===== src/rtl/map_mod_pkg.sv =====
// Shared constants and helper functions for the streaming constellation mapper.
// Covers mode encoding, bits per symbol, amplitude step sizes and Gray decoding.
package map_mod_pkg;

    localparam logic [2:0] ModBpsk   = 3'd0;
    localparam logic [2:0] ModQpsk   = 3'd1;
    localparam logic [2:0] ModQam16  = 3'd2;
    localparam logic [2:0] ModQam64  = 3'd3;
    localparam logic [2:0] ModQam256 = 3'd4;

    // Codes 5-7 fall back to BPSK.
    function automatic int unsigned bits_per_sym(input logic [2:0] mod);
        case (mod)
            ModQpsk:   return 2;
            ModQam16:  return 4;
            ModQam64:  return 6;
            ModQam256: return 8;
            default:   return 1;
        endcase
    endfunction

    // Outer constellation points stay just inside +/- 2^(data_size-2).
    function automatic int unsigned step_of(input logic [2:0] mod, input int unsigned data_size);
        int unsigned quarter;
        quarter = 32'd1 << (data_size - 2);
        case (mod)
            ModQam16:  return quarter / 3;
            ModQam64:  return quarter / 7;
            ModQam256: return quarter / 15;
            default:   return quarter;
        endcase
    endfunction

    function automatic logic [3:0] gray2bin(input logic [3:0] g);
        logic [3:0] b;
        b[3] = g[3];
        for (int i = 2; i >= 0; i--) begin
            b[i] = b[i+1] ^ g[i];
        end
        return b;
    endfunction

endpackage


===== src/rtl/map_modulation_stream_if.sv =====
// Input word stream, mode select and output symbol beat stream of the mapper.
interface map_modulation_stream_if #(
    parameter int unsigned DATA_SIZE = 16,
    parameter int unsigned NUM_SYM   = 8,
    parameter int unsigned IN_WIDTH  = 64
) ();

    logic [2:0]                   mod_sel;
    logic [IN_WIDTH-1:0]          in_data;
    logic                         in_valid;
    logic                         in_last;
    logic                         in_ready;
    logic [NUM_SYM*DATA_SIZE-1:0] out_data_i;
    logic [NUM_SYM*DATA_SIZE-1:0] out_data_q;
    logic                         out_valid;
    logic                         out_last;
    logic                         out_ready;

    modport master (
        output mod_sel, in_data, in_valid, in_last, out_ready,
        input  in_ready, out_data_i, out_data_q, out_valid, out_last
    );

    modport slave (
        input  mod_sel, in_data, in_valid, in_last, out_ready,
        output in_ready, out_data_i, out_data_q, out_valid, out_last
    );

endinterface


===== src/rtl/map_mod_point.sv =====
// Combinational map of one k-bit group to a signed (I,Q) constellation point.
module map_mod_point
    import map_mod_pkg::*;
#(
    parameter int unsigned DATA_SIZE = 16
) (
    input  logic [2:0]                  mod,
    input  logic [7:0]                  bits,
    output logic signed [DATA_SIZE-1:0] sym_i,
    output logic signed [DATA_SIZE-1:0] sym_q
);

    localparam int unsigned W = DATA_SIZE + 4;

    logic [3:0]          f_i;
    logic [3:0]          f_q;
    logic [4:0]          m_max;
    logic                q_zero;
    logic signed [W-1:0] m_i;
    logic signed [W-1:0] m_q;
    logic signed [W-1:0] off;
    logic signed [W-1:0] step_w;

    always_comb begin
        f_i    = {3'b000, bits[0]};
        f_q    = 4'b0000;
        m_max  = 5'd1;
        q_zero = 1'b1;
        case (mod)
            ModQpsk: begin
                f_i    = {3'b000, bits[0]};
                f_q    = {3'b000, bits[1]};
                q_zero = 1'b0;
            end
            ModQam16: begin
                f_i    = {2'b00, bits[1:0]};
                f_q    = {2'b00, bits[3:2]};
                m_max  = 5'd3;
                q_zero = 1'b0;
            end
            ModQam64: begin
                f_i    = {1'b0, bits[2:0]};
                f_q    = {1'b0, bits[5:3]};
                m_max  = 5'd7;
                q_zero = 1'b0;
            end
            ModQam256: begin
                f_i    = bits[3:0];
                f_q    = bits[7:4];
                m_max  = 5'd15;
                q_zero = 1'b0;
            end
            default: begin
                f_i = {3'b000, bits[0]};
            end
        endcase
    end

    // level = (2m - (M-1)) * STEP; the widened width keeps the product exact.
    always_comb begin
        m_i    = $signed({{(W-4){1'b0}}, gray2bin(f_i)});
        m_q    = $signed({{(W-4){1'b0}}, gray2bin(f_q)});
        off    = $signed({{(W-5){1'b0}}, m_max});
        step_w = $signed(W'(step_of(mod, DATA_SIZE)));
        sym_i  = DATA_SIZE'(((m_i + m_i) - off) * step_w);
        sym_q  = q_zero ? '0 : DATA_SIZE'(((m_q + m_q) - off) * step_w);
    end

endmodule


===== src/rtl/map_modulation_stream.sv =====
// Streaming constellation mapper: bit gearbox, per-frame mode latch, frame flush
// with zero padding, and registered symbol beats behind a valid/ready handshake.
module map_modulation_stream
    import map_mod_pkg::*;
#(
    parameter int unsigned DATA_SIZE = 16,
    parameter int unsigned NUM_SYM   = 8,
    parameter int unsigned IN_WIDTH  = 64
) (
    input logic                     clk,
    input logic                     rst,
    map_modulation_stream_if.slave  bus
);

    localparam int unsigned BufW = NUM_SYM * 8 + IN_WIDTH;
    localparam int unsigned CntW = $clog2(BufW + 1);
    localparam int unsigned OutW = NUM_SYM * DATA_SIZE;

    logic [BufW-1:0] buf_q, buf_d, shifted;
    logic [CntW-1:0] cnt_q, cnt_d, base, need;
    logic [2:0]      mod_q;
    logic            flush_q, flush_d;
    logic [OutW-1:0] out_i_q, out_q_q, map_i, map_q;
    logic            out_valid_q, out_last_q;
    logic            in_ready, accept, load, last_now;

    assign in_ready = !rst && !flush_q && (cnt_q <= CntW'(BufW - IN_WIDTH));
    assign accept   = bus.in_valid && in_ready;
    assign need     = CntW'(NUM_SYM * bits_per_sym(mod_q));
    assign load     = (!out_valid_q || bus.out_ready) &&
                      ((cnt_q >= need) || (flush_q && (cnt_q != '0)));

    // Bits above cnt are always zero, so short flush beats are zero padded for free.
    for (genvar s = 0; s < NUM_SYM; s++) begin : g_sym
        logic [7:0] grp;
        always_comb begin
            grp = buf_q[s +: 8];
            case (mod_q)
                ModQpsk:   grp = buf_q[s*2 +: 8];
                ModQam16:  grp = buf_q[s*4 +: 8];
                ModQam64:  grp = buf_q[s*6 +: 8];
                ModQam256: grp = buf_q[s*8 +: 8];
                default:   grp = buf_q[s +: 8];
            endcase
        end

        map_mod_point #(
            .DATA_SIZE(DATA_SIZE)
        ) u_point (
            .mod   (mod_q),
            .bits  (grp),
            .sym_i (map_i[s*DATA_SIZE +: DATA_SIZE]),
            .sym_q (map_q[s*DATA_SIZE +: DATA_SIZE])
        );
    end

    always_comb begin
        shifted  = load ? (buf_q >> need) : buf_q;
        base     = load ? ((cnt_q > need) ? (cnt_q - need) : '0) : cnt_q;
        buf_d    = shifted;
        cnt_d    = base;
        if (accept) begin
            buf_d = shifted | (BufW'(bus.in_data) << base);
            cnt_d = base + CntW'(IN_WIDTH);
        end
        last_now = flush_q && (base == '0);
        flush_d  = flush_q;
        if (load && (base == '0)) flush_d = 1'b0;
        if (accept && bus.in_last) flush_d = 1'b1;
    end

    always_ff @(posedge clk) begin
        if (rst) begin
            buf_q       <= '0;
            cnt_q       <= '0;
            mod_q       <= ModBpsk;
            flush_q     <= 1'b0;
            out_i_q     <= '0;
            out_q_q     <= '0;
            out_valid_q <= 1'b0;
            out_last_q  <= 1'b0;
        end else begin
            buf_q   <= buf_d;
            cnt_q   <= cnt_d;
            flush_q <= flush_d;
            // Mode is only sampled between frames, so it never changes mid-frame.
            if (cnt_q == '0) mod_q <= bus.mod_sel;
            if (load) begin
                out_i_q     <= map_i;
                out_q_q     <= map_q;
                out_valid_q <= 1'b1;
                out_last_q  <= last_now;
            end else if (bus.out_ready) begin
                out_valid_q <= 1'b0;
            end
        end
    end

    assign bus.in_ready   = in_ready;
    assign bus.out_data_i = out_i_q;
    assign bus.out_data_q = out_q_q;
    assign bus.out_valid  = out_valid_q;
    assign bus.out_last   = out_last_q;

endmodule


===== src/flat_wrapper.sv =====
// flat-port wrapper written by rule: the top's interface ports become plain ports
module map_modulation_stream_flat import map_mod_pkg::*;
#(
    parameter int unsigned DATA_SIZE = 16,
    parameter int unsigned NUM_SYM   = 8,
    parameter int unsigned IN_WIDTH  = 64
)
  (clk, rst, bus_mod_sel, bus_in_data, bus_in_valid, bus_in_last, bus_out_ready, bus_in_ready, bus_out_data_i, bus_out_data_q, bus_out_valid, bus_out_last);
  map_modulation_stream_if #(.DATA_SIZE(DATA_SIZE), .NUM_SYM(NUM_SYM), .IN_WIDTH(IN_WIDTH)) bus_i ();
  input logic clk;
  input logic rst;
  input wire logic [$bits(bus_i.mod_sel)-1:0] bus_mod_sel;
  input wire logic [$bits(bus_i.in_data)-1:0] bus_in_data;
  input wire logic [$bits(bus_i.in_valid)-1:0] bus_in_valid;
  input wire logic [$bits(bus_i.in_last)-1:0] bus_in_last;
  input wire logic [$bits(bus_i.out_ready)-1:0] bus_out_ready;
  output wire logic [$bits(bus_i.in_ready)-1:0] bus_in_ready;
  output wire logic [$bits(bus_i.out_data_i)-1:0] bus_out_data_i;
  output wire logic [$bits(bus_i.out_data_q)-1:0] bus_out_data_q;
  output wire logic [$bits(bus_i.out_valid)-1:0] bus_out_valid;
  output wire logic [$bits(bus_i.out_last)-1:0] bus_out_last;
  assign bus_i.mod_sel = bus_mod_sel;
  assign bus_i.in_data = bus_in_data;
  assign bus_i.in_valid = bus_in_valid;
  assign bus_i.in_last = bus_in_last;
  assign bus_i.out_ready = bus_out_ready;
  assign bus_in_ready = bus_i.in_ready;
  assign bus_out_data_i = bus_i.out_data_i;
  assign bus_out_data_q = bus_i.out_data_q;
  assign bus_out_valid = bus_i.out_valid;
  assign bus_out_last = bus_i.out_last;
  map_modulation_stream #(.DATA_SIZE(DATA_SIZE), .NUM_SYM(NUM_SYM), .IN_WIDTH(IN_WIDTH)) u_core (.clk(clk), .rst(rst), .bus(bus_i));
endmodule

===== config.mk =====
export PLATFORM = sky130hd
export DESIGN_NAME = map_modulation_stream_flat
export DESIGN_NICKNAME = d
export VERILOG_FILES = /design/src/rtl/map_mod_pkg.sv /design/src/rtl/map_modulation_stream_if.sv /design/src/rtl/map_mod_point.sv /design/src/rtl/map_modulation_stream.sv /design/src/flat_wrapper.sv
export SDC_FILE = /design/constraint.sdc
export NUM_CORES = 2
export LEC_CHECK = 0
export ABC_AREA = 1
export BUFFER_PORTS_ARGS = -buffer_cell sky130_fd_sc_hd__buf_2
export CORE_ASPECT_RATIO = 2
export CORE_MARGIN = 10
export CORE_UTILIZATION = 55
export CTS_CLUSTER_DIAMETER = 120
export CTS_CLUSTER_SIZE = 12
export DETAILED_ROUTE_END_ITERATION = 6
export PLACE_DENSITY = 0.73
export SETUP_SLACK_MARGIN = 0.02
export SYNTH_ARGS = -nofsm -noshare
export SYNTH_HDL_FRONTEND = slang
export SYNTH_SLANG_ARGS = --single-unit

===== constraint.sdc =====
create_clock -name clk -period 8.3 [get_ports clk]
set_input_delay 0.415 -clock clk [delete_from_list [all_inputs] [get_ports clk]]
set_output_delay 0.415 -clock clk [all_outputs]
set_load 0.1 [all_outputs]

== After elaboration in Yosys (flattened, before gate mapping) ==
Cells that the tools add are included.
Storage, ports and cells
  register bits: 398
  bits in latches: 0
  memory bits (writable): 0
  bits in read-only memories: 0
  input port bits: 72
  output and inout port bits: 259
  memories: 0
Operators by class
  add/subtract/negate cells: 34
  multiply operators: 16
  divide/modulo/power cells: 0
  $lt $le $gt $ge: 3
  equality and inequality tests: 4
  shift operators: 2
  multiplexer cells: 43
  bitwise logic cells: 49
  reductions and logical operators: 19
Operators by type and width (number)
  multiplier 6 x 16 -> 16 bit: 16
  2-to-1 mux 128 bit: 2
  case mux 8 bit (4 select lines): 7
  case mux 4 bit (4 select lines): 9
  2-to-1 mux 16 bit: 8
  bitwise OR 128 bit: 1
  left shift 64 x 8 -> 128 bit: 1
  right shift 128 x 7 -> 128 bit: 1
  case mux 4 bit (3 select lines): 9
  subtractor 5 x 4 -> 6 bit: 16
  adder 4 x 4 -> 5 bit: 16
  XOR 1 bit: 48
  case mux 15 bit (3 select lines): 1
  2-to-1 mux 8 bit: 3
  logical NOT 8 bit: 2
  adder 8 x 7 -> 8 bit, second input constant: 1
  greater-or-equal comparator 8 x 7 -> 1 bit: 1
  > comparator 8 x 7 -> 1 bit: 1
  less-or-equal comparator 8 x 7 -> 1 bit, second input constant: 1
  logical AND 1 bit: 8
  nonzero test 8 bit: 1
  subtractor 8 x 7 -> 8 bit: 1
  == test 3 x 2 -> 1 bit, second input constant: 2
  2-to-1 mux 1 bit: 4
  other kinds (6): 10

== Longest topological paths before layout ==
  depth after elaboration: 10
  depth in mapped cells: 44
  depth with buffers taken out: 42

== Modules after synthesis ==
Synthesis repeated with hierarchy kept, for this count alone.
Second synthesis, totals
  cell total of the unflattened synthesis: 8743
  area, all modules: 58273.4 um2
Modules (own cells, without submodules)
  map_modulation_stream: instances 1, cells each 4047, area an instance 25060.3 um2
  map_mod_point at u_core.g_sym[0].u_point ...: instances 2, cells each 594, area an instance 4140.2 um2
  map_mod_point at u_core.g_sym[4].u_point: instances 1, cells each 597, area an instance 4200.3 um2
  map_mod_point at u_core.g_sym[3].u_point: instances 1, cells each 588, area an instance 4165.2 um2
  map_mod_point at u_core.g_sym[5].u_point: instances 1, cells each 586, area an instance 4164.0 um2
  map_mod_point at u_core.g_sym[6].u_point: instances 1, cells each 574, area an instance 4141.5 um2
  map_mod_point at u_core.g_sym[1].u_point: instances 1, cells each 591, area an instance 4140.2 um2
  map_mod_point at u_core.g_sym[7].u_point: instances 1, cells each 572, area an instance 4121.5 um2

== Worst setup path after synthesis ==
OpenSTA, ideal clock, no wires.
  path kind: reg2reg
  start point: reg u_core.mod_q[1]
  end point: reg u_core.out_i_q[63], in the netlist u_core.bus.out_data_i[63]
  library setup time: 0.128 ns
  arrival time: 7.378 ns
  data required time: 8.172 ns
  setup slack: 0.793 ns
  cell stages (with the launch flop): 34
  buffers on the path: 3
  clock period less this slack: 7.507 ns
  path through: dfxtp_1 -> inv_1 -> nor3_4 -> inv_2 -> buf_2 -> nand2_1 -> nor2_1 -> clkbuf_1 -> buf_1 -> ha_1 -> inv_1 -> fa_1 -> nor2_1 -> nor2_1 -> nand2_1 -> nor2_1 -> ha_1 -> ha_1 -> inv_1 -> fa_1 -> inv_1 -> fa_1 -> ha_1 -> inv_1 -> fa_1 -> o21ai_0 -> a21oi_1 -> o21bai_1 -> a21o_1 -> a21oi_1 -> o21ai_0 -> a21oi_1 -> xor2_1 -> a21oi_1
On the way
  longest elaborated chain between the ends: 9
Ends and longest elaborated chain
  start: declaration: RTL line map_modulation_stream.sv:21  | logic [2:0] mod_q;
  start signal: assignment: RTL line map_modulation_stream.sv:76  | mod_q <= ModBpsk;
  start signal: assignment: RTL line map_modulation_stream.sv:87  | if (cnt_q == '0) mod_q <= bus.mod_sel;
  == test 3 bit, or another cell as far along
  case mux 8 bit (4 select lines): RTL line map_modulation_stream.sv:38  | case (mod_q)
  case mux 4 bit (3 select lines): RTL line map_mod_point.sv:29  | case (mod)
  XOR 1 bit (3 in a row): RTL line map_mod_pkg.sv:38  | b[i] = b[i+1] ^ g[i];
  adder 4 x 4 -> 5 bit: RTL line map_mod_point.sv:65  | sym_i = DATA_SIZE'(((m_i + m_i) - off) * step_w);
  subtractor 5 x 4 -> 6 bit: RTL line map_mod_point.sv:65
  multiplier 6 x 16 -> 16 bit: RTL line map_mod_point.sv:65
  end signal: assignment: RTL line map_modulation_stream.sv:89  | out_i_q <= map_i;
  end: declaration: RTL line map_modulation_stream.sv:23  | logic [OutW-1:0] out_i_q, out_q_q, map_i, map_q;
Several ways; a longest one is shown, not always the timed one.
A chain may end at the register's enable or synchronous reset.

== Worst setup path in the final report ==
  start point: reg u_core.mod_q[0]
  end point: reg u_core.out_q_q[15], in the netlist u_core.bus.out_data_q[15]
On the way
  longest elaborated chain between the ends: 9
Ends and longest elaborated chain
  == test 3 bit, or another cell as far along: RTL line map_mod_pkg.sv:13, map_mod_pkg.sv:26, map_mod_point.sv:29
  case mux 4 bit (4 select lines): RTL line map_mod_point.sv:29
  XOR 1 bit (3 in a row): RTL line map_mod_pkg.sv:38
  adder 4 x 4 -> 5 bit: RTL line map_mod_point.sv:66  | sym_q = q_zero ? '0 : DATA_SIZE'(((m_q + m_q) - off) * step_w);
  subtractor 5 x 4 -> 6 bit: RTL line map_mod_point.sv:66
  multiplier 6 x 16 -> 16 bit: RTL line map_mod_point.sv:66
  2-to-1 mux 16 bit: RTL line map_mod_point.sv:66
  end signal: assignment: RTL line map_modulation_stream.sv:90  | out_q_q <= map_q;
  end: declaration: RTL line map_modulation_stream.sv:23
Several ways; a longest one is shown, not always the timed one.

==> impl_results.md <==
- First-pass GRT wire length: 296,000 um
- Post-Synthesis Mean Instance Area: 7.21 um2
- Post-synthesis share of cell area spent on xor and xnor gates: 4.38%
- Critical Path Fanout Max: 24
- RR Startpoint: u_core.mod_q[0]
- Post-route non-filler standard cell count: 8,460
- Violation count after the first detailed-routing iteration: roughly 4.2k
- Via count of the first global-routing pass: approximately 50k
- Area after detailed placement: about 54,000 um2
- Rows: 159
- Initial cell density of the core: 55.3%
- DR pass1 iterations: 6
- Proportion of synthesized flip-flops having asynchronous set or reset: 0%
- Clock period minus worst slack: slightly below 8000 ps
- Worst Setup SP: u_core.mod_q[0]
- Setup repair after global routing missed its margin: yes
- Die Footprint: 108,000 um2
- Synthesized netlist net count: 8,411
- Number of H-tree levels: 2
- Slowest cell delay on critical path: just under 500 ps
- Synthesized-area fraction occupied by adder cells: 34.0%
- Max-slew violation count: 0
- Start point of the worst hold path: bus_in_last
- Area of the multi-input gates: 38,400 um2
- Slew headroom: about 13%
- Post-synthesis cell count: just over 7k
- Dominant combinational cell family by area after synthesis: adder cells
- Clock Skews: approximately 39 ps
- Transition time of the tightest slew-check pin: 1310 ps
- Synth unique cells: 55
- Number of antenna violations at the first check in global routing: 2
- Number of flops mapped to enable cells by yosys: 0
- Worst min-delay path category: in2reg
- Share of the synthesized area in the top cell type: between 10% and 20%
- CTS Buf Count: 38
- Number of synthesized register bits: 384
- Post-DRT Antenna Nets: 0
- DR vias/cell: slightly below 6
- Simple logic cell fraction of the synthesized area: 21.5%
- Number of I/O port buffers: 330
- CTS tree: done
- Ranking of synthesized cells by area: sky130_fd_sc_hd__ha_1 18%, sky130_fd_sc_hd__fa_1 16%, sky130_fd_sc_hd__dfxtp_1 15%
- Clock-pin transition on the worst setup and hold timing paths: 100 ps
- Buffer type at the clock tree root: sky130_fd_sc_hd__clkbuf_16
- Data arrival time at the worst-slack endpoint: 8360 ps
- Area added between synthesis and finish: 6.85%
- Post-cts resize count: 0
- Clock sink count: 384
- Kind of critical path: reg2reg
- Routed length per instance: 22.8 um
- Die X: 237 um
- Proportion of synthesized chip area in sequential cells: 14.8%
- Area of the core region: 93,700 um2
- Dpl hpwl: ~150,000 um
- Hold Violations, Final: 0
- Peak Freq: 128 MHz
- Number of placed instances, taps included: about 8.4k
- Post-synth top area cell: sky130_fd_sc_hd__ha_1
- Fill cell total of the finished layout: 8,921
- Final estimated routing congestion in global placement: between 1 and 1.5
- Vertical extent of the die: about 450 um
- Ratio of cells with drive above 1 in the final layout: 7.81%
- Longest Clk Path Bufs: 3
- Primary flip-flop cell chosen by synthesis mapping: sky130_fd_sc_hd__dfxtp_1
- Worst Setup End Kind: register
- Setup bufs post-CTS: 0
- Hold-fix buffer count after cts: 0
- Setup-failing EPs final: 0
- Detailed-route via count: a little over 50k
- Worst-path cell with the longest stage delay: sky130_fd_sc_hd__fa_1
- Yosys warnings: 0
- Number of nets in the layout: 8,476
- Maximum number of pins on one net before global-route repair: 180
- Kind of start point of the critical path: register
- Register Area: 7690 um2
- Clock network latency to the later pin of the worst-skew pair: 640 ps
- Detailed-route DRC error count: 0
- Sum of routed wire length over all layers: roughly 190,000 um
- Max-cap violations: 0
- Multiplexer share of the synthesized area: less than 1%
- Remaining Overflow, GRT: 0
- WP data required: 8830 ps
- Final Instance Area: 55,400 um2
- Worst-case hold slack: roughly 32 ps
- I/O pin count: 331
- Post-Syn Area: 51,800 um2
- Most frequent cell on the critical path: sky130_fd_sc_hd__nand2_1
- Utilization after layout: 59.1%
- Result of the run: complete, no violations
- Share of the clock period used by the worst path: 94.4%
- Tot GR Track Use: 35.1%
- Share of the synthesized area in compound gates (AO/OA/AOI/OAI): 13.9%
## synth_stat cells, types with 18 or more instances
| cell | instances |
|---|---|
| sky130_fd_sc_hd__a211oi_1 | 19 |
| sky130_fd_sc_hd__a21o_1 | 19 |
| sky130_fd_sc_hd__a21oi_1 | 568 |
| sky130_fd_sc_hd__a221oi_1 | 37 |
| sky130_fd_sc_hd__a22oi_1 | 67 |
| sky130_fd_sc_hd__buf_1 | 67 |
| sky130_fd_sc_hd__buf_2 | 98 |
| sky130_fd_sc_hd__buf_4 | 21 |
| sky130_fd_sc_hd__clkbuf_1 | 210 |
| sky130_fd_sc_hd__dfxtp_1 | 384 |
| sky130_fd_sc_hd__fa_1 | 417 |
| sky130_fd_sc_hd__ha_1 | 741 |
| sky130_fd_sc_hd__inv_1 | 1101 |
| sky130_fd_sc_hd__nand2_1 | 963 |
| sky130_fd_sc_hd__nand3_1 | 822 |
| sky130_fd_sc_hd__nand4_1 | 30 |
| sky130_fd_sc_hd__nor2_1 | 717 |
| sky130_fd_sc_hd__o21ai_0 | 307 |
| sky130_fd_sc_hd__o21ai_1 | 18 |
| sky130_fd_sc_hd__o221ai_1 | 43 |
| sky130_fd_sc_hd__o22ai_1 | 105 |
| sky130_fd_sc_hd__or2_2 | 39 |
| sky130_fd_sc_hd__xnor2_1 | 96 |
| sky130_fd_sc_hd__xor2_1 | 163 |
## sequential cells by signal (all words and copies together) (netlist names)
signal and count:
u_core.cnt_q 8, u_core.bus.out_valid 1, u_core.flush_q 1, u_core.bus.out_data_q 121, u_core.bus.out_last 1, u_core.bus.out_data_i 121, u_core.buf_q 128, u_core.mod_q 3
## through the flow
stage / setup slack (ps) / TNS, ps
after floorplan: 793 / 0
after global placement: 592 / 0
after detailed placement: 402 / 0
after CTS: 324 / 0
after global routing: -40.3 / -99.6
final: 464 / 0
## layer usage
metal  wire (um)  share of wire (%)  GRT usage, %  up-vias
li1            -                  -             -    23600
met3       11500                6.0          5.10      713
met4       18300                9.5          28.2        0
met1       65800                 34          35.6    23900
met2       97300                 50          63.1     2139
met5           0                  0             0        -
## layout by cell type, fill, tap and decap left out, types with 43 or more instances in the layout
master / count
sky130_fd_sc_hd__a21oi_1: 568
sky130_fd_sc_hd__fa_1: 417
sky130_fd_sc_hd__o22ai_1: 105
sky130_fd_sc_hd__inv_1: 1094
sky130_fd_sc_hd__o21ai_0: 305
sky130_fd_sc_hd__nor2_1: 711
sky130_fd_sc_hd__o221ai_1: 43
sky130_fd_sc_hd__buf_2: 329
sky130_fd_sc_hd__xor2_1: 155
sky130_fd_sc_hd__nand3_1: 821
sky130_fd_sc_hd__buf_4: 79
sky130_fd_sc_hd__dfxtp_1: 382
sky130_fd_sc_hd__ha_1: 741
sky130_fd_sc_hd__xnor2_1: 94
sky130_fd_sc_hd__nand2_1: 960
sky130_fd_sc_hd__a22oi_1: 67
## cell families (layout without fill, tap and decap cells)
family / after synthesis / in the layout
simple gates: 2609 / 2610
buf+inv: 1513 / 1580
compound gates: 1256 / 1256
fa+ha+maj: 1158 / 1158
flops: 384 / 384
xor+xnor: 259 / 259
mux: 2 / 2
other cells: 0 / 4
## layout make-up
class	instances	share of cell area, %
Sequential cell	384	13.9
Antenna cell	4	0.0181
Tap cell	1207	2.73
Clock buffer	38	1.72
Multi-Input combinational cell	5285	69.4
Inverter	1115	7.61
Clock inverter	5	0.0904
Timing Repair Buffer	422	4.51
## worst max-delay path, delay by kind of cell (launching register included)
family | cells | cell delay [ps]
XOR/XNOR | 4 | 830
AND/OR/NAND/NOR | 15 | 1600
AO/OA/AOI/OAI | 5 | 730
adder cells (fa/ha/maj) | 8 | 2880
buffers and inverters | 9 | 1330
flip-flops | 1 | 340
## final timing paths
| path | to | slack [ps] | cells after the start |
|---|---|---|---|
| worst max register to register | u_core.bus.out_data_q[15] | 460 | 41 |
| worst min-delay path | u_core.flush_q | 30 | 3 |
| worst max-delay path | u_core.bus.out_data_q[15] | 460 | 41 |
| worst min register to register | u_core.bus.out_data_q[102] | 460 | 2 |
Power is not shown: default switching activity piles up to over one toggle a cycle in this logic, so the estimate is an artifact.
